==> src/rtl/mcu_bus_pkg.sv <==
// Shared definitions for the MCU data-bus arbiter slice.
package mcu_bus_pkg;

  localparam int unsigned BUS_DW = 8;

  typedef enum logic [1:0] {
    ST_IDLE = 2'd0,
    ST_G0   = 2'd1,
    ST_G1   = 2'd2
  } state_t;

endpackage

==> src/rtl/bus_arbiter_mux.sv <==
// 2:1 data mux selecting between the two bus masters' write data.
module bus_arbiter_mux
  import mcu_bus_pkg::*;
#(
  parameter int unsigned DW = BUS_DW
) (
  input  logic [DW-1:0] In0,
  input  logic [DW-1:0] In1,
  input  logic          sel,
  output logic [DW-1:0] Out
);

  always_comb begin
    Out = sel ? In1 : In0;
  end

endmodule

==> src/rtl/bus_arbiter.sv <==
// Two-master round-robin bus arbiter with bounded hold time and registered muxed data output.
module bus_arbiter
  import mcu_bus_pkg::*;
#(
  parameter int unsigned MAX_HOLD = 8,
  parameter int unsigned DW       = BUS_DW
) (
  input  logic          clk,
  input  logic          rst,
  input  logic          req0,
  input  logic          req1,
  input  logic [DW-1:0] din0,
  input  logic [DW-1:0] din1,
  output logic          gnt0,
  output logic          gnt1,
  output logic          sel,
  output logic [DW-1:0] bus_out,
  output logic          bus_valid
);

  localparam int unsigned    HW       = (MAX_HOLD > 1) ? $clog2(MAX_HOLD) : 1;
  localparam logic [HW-1:0] HOLD_LIM = HW'(MAX_HOLD - 1);

  state_t          state;
  state_t          state_nx;
  logic [HW-1:0]   hold_cnt;
  logic            last;
  logic [DW-1:0]   mux_out;

  always_comb begin
    state_nx = state;
    unique case (state)
      ST_IDLE: begin
        if (req0 && req1) state_nx = last ? ST_G0 : ST_G1;
        else if (req0)    state_nx = ST_G0;
        else if (req1)    state_nx = ST_G1;
      end
      ST_G0: begin
        if (!req0)                            state_nx = req1 ? ST_G1 : ST_IDLE;
        else if (req1 && hold_cnt == HOLD_LIM) state_nx = ST_G1;
      end
      ST_G1: begin
        if (!req1)                            state_nx = req0 ? ST_G0 : ST_IDLE;
        else if (req0 && hold_cnt == HOLD_LIM) state_nx = ST_G0;
      end
      default: state_nx = ST_IDLE;
    endcase
  end

  // Grants are decoded from the next state so they become visible right after the sampling edge.
  always_ff @(posedge clk or posedge rst) begin
    if (rst) begin
      state    <= ST_IDLE;
      gnt0     <= 1'b0;
      gnt1     <= 1'b0;
      sel      <= 1'b0;
      hold_cnt <= '0;
      last     <= 1'b1;
    end else begin
      state <= state_nx;
      gnt0  <= (state_nx == ST_G0);
      gnt1  <= (state_nx == ST_G1);
      sel   <= (state_nx == ST_G1);
      if (state_nx != state || state_nx == ST_IDLE) begin
        hold_cnt <= '0;
      end else if (hold_cnt != HOLD_LIM) begin
        hold_cnt <= hold_cnt + HW'(1);
      end
      if (state_nx != state) begin
        if (state_nx == ST_G0) last <= 1'b0;
        if (state_nx == ST_G1) last <= 1'b1;
      end
    end
  end

  bus_arbiter_mux #(.DW(DW)) u_mux (
    .In0 (din0),
    .In1 (din1),
    .sel (sel),
    .Out (mux_out)
  );

  always_ff @(posedge clk or posedge rst) begin
    if (rst) begin
      bus_out   <= '0;
      bus_valid <= 1'b0;
    end else begin
      bus_valid <= gnt0 | gnt1;
      if (gnt0 | gnt1) bus_out <= mux_out;
    end
  end

endmodule

==> config.mk <==
export PLATFORM = sky130hd
export DESIGN_NAME = bus_arbiter
export DESIGN_NICKNAME = d
export VERILOG_FILES = /design/src/rtl/mcu_bus_pkg.sv /design/src/rtl/bus_arbiter_mux.sv /design/src/rtl/bus_arbiter.sv
export SDC_FILE = /design/constraint.sdc
export NUM_CORES = 1
export LEC_CHECK = 0
export BUFFER_PORTS_ARGS = -buffer_cell sky130_fd_sc_hd__buf_2
export CAP_MARGIN = 5
export CORE_UTILIZATION = 39
export CTS_BUF_LIST = sky130_fd_sc_hd__clkbuf_16
export CTS_CLUSTER_SIZE = 25
export DETAILED_ROUTE_END_ITERATION = 8
export PLACE_DENSITY = 0.7
export SETUP_SLACK_MARGIN = 0.3
export SLEW_MARGIN = 20
export SYNTH_ARGS = -nofsm -noshare
export SYNTH_HDL_FRONTEND = slang
export SYNTH_HIERARCHICAL = 1
export SYNTH_SLANG_ARGS = --single-unit
==> constraint.sdc <==
create_clock -name clk -period 6.1 [get_ports clk]
set_input_delay 0.61 -clock clk [delete_from_list [all_inputs] [get_ports clk]]
set_output_delay 0.61 -clock clk [all_outputs]
set_load 0.01 [all_outputs]
# Yosys cells after proc, flatten, opt, wreduce, memory -nomap -nowiden
# Index checks and enable logic that the tools add are counted.
dict set report word_totals {
  reg_bits 17
  inputBits 20
  output_inout_bits 12
  wordCells 41
}
dict set report op_classes {
  n_addsub 1
  eq_ne 7
  mux 16
  n_bitwise 1
  n_reduce_logical 9
}
# cell count
set ops {}
lappend ops {{$mux W2} 9}
lappend ops {{$mux W8} 1}
lappend ops {{$mux W3} 2}
lappend ops {{$pmux W2 S3} 1}
lappend ops {{$eq A2 B1 Y1 const B} 2}
lappend ops {{$eq A2 B2 Y1 const B} 2}
lappend ops {{$logic_not A2 Y1} 2}
lappend ops {{$reduce_bool A2 Y1} 2}
lappend ops {{$add A3 B1 Y3 const B} 1}
lappend ops {{$eq A3 B3 Y1 const B} 1}
lappend ops {{$logic_and A1 B1 Y1} 3}
lappend ops {{$mux W1} 3}
lappend ops {{$ne A3 B3 Y1 const B} 1}
lappend ops {{$ne A2 B2 Y1} 1}
lappend ops {{$reduce_and A2 Y1} 1}
lappend ops {{$logic_or A1 B1 Y1} 1}
lappend ops {{$or A1 B1 Y1} 1}

# Depth between registers and ports, before layout
dict set report logic_depth {
  depth_word 8
  ltp_mapped 9
}

# Hierarchy
# Netlist, hierarchy kept.
# mod n_inst cells_per_inst area_per_inst_um2 seq_area_each_um2
set modules_own_cells {}
lappend modules_own_cells {bus_arbiter 1 64 832.0 426.7}
lappend modules_own_cells {bus_arbiter_mux 1 9 131.4 0.0}

# Least setup slack after synthesis
# OpenSTA, ideal clock, no wires.
dict set report synth_path {
  kind {reg-to-reg}
  startpoint {register hold_cnt[0]}
  endpoint {register last}
  setup_time_ns 0.082
  t_arrival_ns 2.091
  required_ns 6.018
  path_slack_ns 3.927
  path_stages_with_launch 10
  synth_period_minus_slack_ns 2.173
  path_cell_list {dfrtp_1 ha_1 ha_1 buf_6 mux2_2 o21ai_0 nand3_1 ha_1 o221ai_2 mux2_4}
}
dict set report synth_between {
  elab_chain_len 8
}
# item line
set synth_lines {}
lappend synth_lines {{from (decl)} bus_arbiter.sv:26} ;# logic [HW-1:0] hold_cnt;
lappend synth_lines {{from (signal assigned)} bus_arbiter.sv:67} ;# hold_cnt <= hold_cnt + HW'(1);
lappend synth_lines {{$eq A3 B3 Y1 *} {bus_arbiter.sv:40, bus_arbiter.sv:44}}
lappend synth_lines {{$logic_and A1 B1 Y1 (on tied branches)} {bus_arbiter.sv:44, bus_arbiter.sv:40}}
lappend synth_lines {{$mux W2 (on tied branches)} {bus_arbiter.sv:44, bus_arbiter.sv:40}}
lappend synth_lines {{$mux W2 (on tied branches)} {bus_arbiter.sv:43, bus_arbiter.sv:39}}
lappend synth_lines {{$pmux W2 S3 *} bus_arbiter.sv:32} ;# unique case (state)
lappend synth_lines {{$eq A2 B1 Y1 / $eq A2 B2 Y1 (equally long branches)} {bus_arbiter.sv:70, bus_arbiter.sv:71}}
lappend synth_lines {{$reduce_bool A2 Y1 (no line)} --}
lappend synth_lines {{$reduce_and A2 Y1 (no line)} --}
lappend synth_lines {{to (signal assigned)} bus_arbiter.sv:58} ;# last <= 1'b1;
lappend synth_lines {{to (signal assigned)} bus_arbiter.sv:70} ;# if (state_nx == ST_G0) last <= 1'b0;
lappend synth_lines {{to (signal assigned)} bus_arbiter.sv:71} ;# if (state_nx == ST_G1) last <= 1'b1;
lappend synth_lines {{to (decl)} bus_arbiter.sv:27} ;# logic last;
# Mark *: on every way between the ends. The rest lies on a longest branch, timed or not.
# A chain may end at the register's enable or synchronous reset.

# Worst setup path in the final report
# Ends and elaborated chain as after synthesis.

==> metrics <==
Worst Hold Class in -> async; routed via count 656; Total GRT Usage 13.0%; Clock Skews 1.71 ps; Register Area 427 µm²; RSZ-0062 raised after global routing false; fmax 0.425 GHz; Clk pwr share 29.6%; height of the die 51.7 µm; Resize count post-CTS 0; Post-Synth Adder-Cell Area 6.49%; vias in the first global route 578; Seq pwr share 40.1%; die area 2670 µm²; critical path fanouts, max 8; P_sw 0.123 mW; # setup viols final 0; critical path class reg -> reg; R2R Path Start hold_cnt[0]; H-tree levels 1; status completed; first-pass GRT wire length 2440 µm; Int Pwr 0.312 mW; Critical Path RT 6270 ps; mux share of post-synthesis cell area 26.6%; initial antenna violation count 0; Setup Fix Bufs, Post-CTS 0; footprint of the multi-input gates 473 µm²; Post-synth EDFFs 0; drt first pass iters 4; worst-skew pair later-pin latency 240 ps; Iter 0 DRT Violations 14; Synth top area share 41.6%; YS warnings 6; cts hold-fix bufs 0; Worst Max-Slew Pin Slew 647 ps; synthesized cell area 963 µm²; cell accounting for the most synthesized area dfrtp_1; leakage 0.591 nW; DP Worst Slack 3770 ps; Synth Area per Inst 13.2 µm²; final worst path period share 38.6%; switching portion of total power 28.3%; Max Buffers Root-to-Sink 2; TritonCTS clock tree built; DRC 0; hpwl dp 1190 µm; fraction of registers with async set/reset 100%; chip width 51.7 µm; Slew headroom 56.8%; count leader, synth dfrtp_1; Final WS setup 3750 ps; DR WL/cell 12.2 µm; CP Capture Type register; most instantiated cells after synthesis 16 x dfrtp_1, 9 x mux2_2, 9 x mux2_4; final WL 1600 µm; clock-pin slew on the worst setup and hold paths 50 ps; Area Overhead vs Synth 22.6%; combinational group share of total power 30.2%; Layout Nets 129; cts bufs inserted 3; RD Place Congestion 0.844; Filler Cell Count 190; xor and xnor area share after synthesis 0.909%; root buf cell clkbuf_16; sequential area share after synthesis 44.3%; crit start category register; Synth area leaders dfrtp_1 42%, mux2_4 14%, mux2_2 11%; share of cells above drive strength 1 60.2%; Rows 17; Worst Setup SP hold_cnt[0]; Mapped Cells 73; Core ar. 2280 µm²; setup tns final 0 ps; starting density of the core 42.3%; syn nets 98; Compound-Gate Fraction of Synth Area 5.97%; I/O Pins 32; Fin. Hold Viols 0; Primary FF master, synth dfrtp_1; post-synth cell types 24; Final Max Slew Viols 0; ant diodes 0; pwr dens 368 nW/µm²; largest family of logic cells by synthesized area multiplexers; Worst EP arrival 2530 ps; antenna viol nets, final 0; Synth Register Bits 17; post-layout min period 2350 ps; simple-gate share of the synthesized area 9.09%; total gr overflow 0; Buffers on Ports 31; Vias/cell 5.01; largest net degree at the start of global routing 18; max cap viols 0; # clock sinks 17; VDD IR-drop max 0.183 mV
## registers in the layout, summed over array words and instances (netlist names)
| signal | flops |
|---|---|
| bus_valid | 1 |
| last | 1 |
| sel | 1 |
| gnt0 | 1 |
| bus_out | 8 |
| hold_cnt | 3 |
| state | 2 |
## cells by family (layout without fill, tap and decap cells)
family	after synthesis	after routing
XOR/XNOR	1	1
multiplexers	20	20
buffers and inverters	8	38
flip-flops	17	17
AND/OR/NAND/NOR	16	16
AO/OA/AOI/OAI	6	6
adder cells (fa/ha/maj)	5	5
## stage by stage
stage / instances / power, mW / utilization, % / instance area, µm² / hold WS, ps
3_5_place_dp: 127 / 0.309 / 48.4 / 1100 / 487
4_1_cts: 131 / 0.442 / 51.9 / 1180 / 475
6_report: 131 / 0.435 / 51.9 / 1180 / 450
5_1_grt: 131 / 0.461 / 51.9 / 1180 / 514
3_3_place_gp: 127 / 0.304 / 48.4 / 1100 / 482
2_1_floorplan: 73 / 0.270 / - / 963 / 535
## critical path, cell delays in order, from the launching register on
cell	delay (ps)
dfrtp_1	370
ha_1	160
ha_1	360
mux2_2	370
o21ai_0	150
nand3_1	150
ha_1	320
o221ai_2	90
mux2_4	310
## power by group through the flow
stage / logic, mW / registers, mW / clock network (mW)
floorplan: 0.0894 / 0.180 / 0
detailed placement: 0.133 / 0.176 / 0
CTS: 0.134 / 0.175 / 0.133
finish: 0.132 / 0.175 / 0.129
global placement: 0.130 / 0.174 / 0
global route: 0.143 / 0.179 / 0.139
## final cells by class
cell class	instances	share of cell area [%]
sequential	17	36.1
multi-input combinational	48	40.0
clock buffer	3	6.36
timing repair buffer	31	13.1
clock inverter	1	0.424
inverter	3	0.953
tap	28	2.97
## routing by layer
layer  vias to the layer above  global-route usage (%)  part of all wire, %
met3                         5                    3.80                  8.8
met5                         -                       0                    0
met1                       301                    15.1                   45
met4                         0                    8.11                  2.3
li1                        316                       -                    -
met2                        34                    20.8                   44
## worst paths after layout
kind                          endpoint  slack [ps]  cells after the start
max                               last        3750                      8
min                         bus_out[5]         450                      2
max reg2reg                       last        3750                      8
min reg2reg                 bus_out[3]         500                      1
max in group asynchronous  hold_cnt[2]        5240                      2
min in group clk            bus_out[3]         500                      1
## placed cells by master, fill, tap and decap left out, types with 2 or more instances in the layout
cell / n
dfrtp_1: 16
nand3_1: 3
ha_1: 5
o21ai_0: 2
buf_2: 31
nor3_1: 4
nand2_1: 3
clkbuf_16: 3
mux2_2: 9
inv_1: 3
mux2_4: 9
mux2i_1: 2
(Power assumes the default switching activity.)
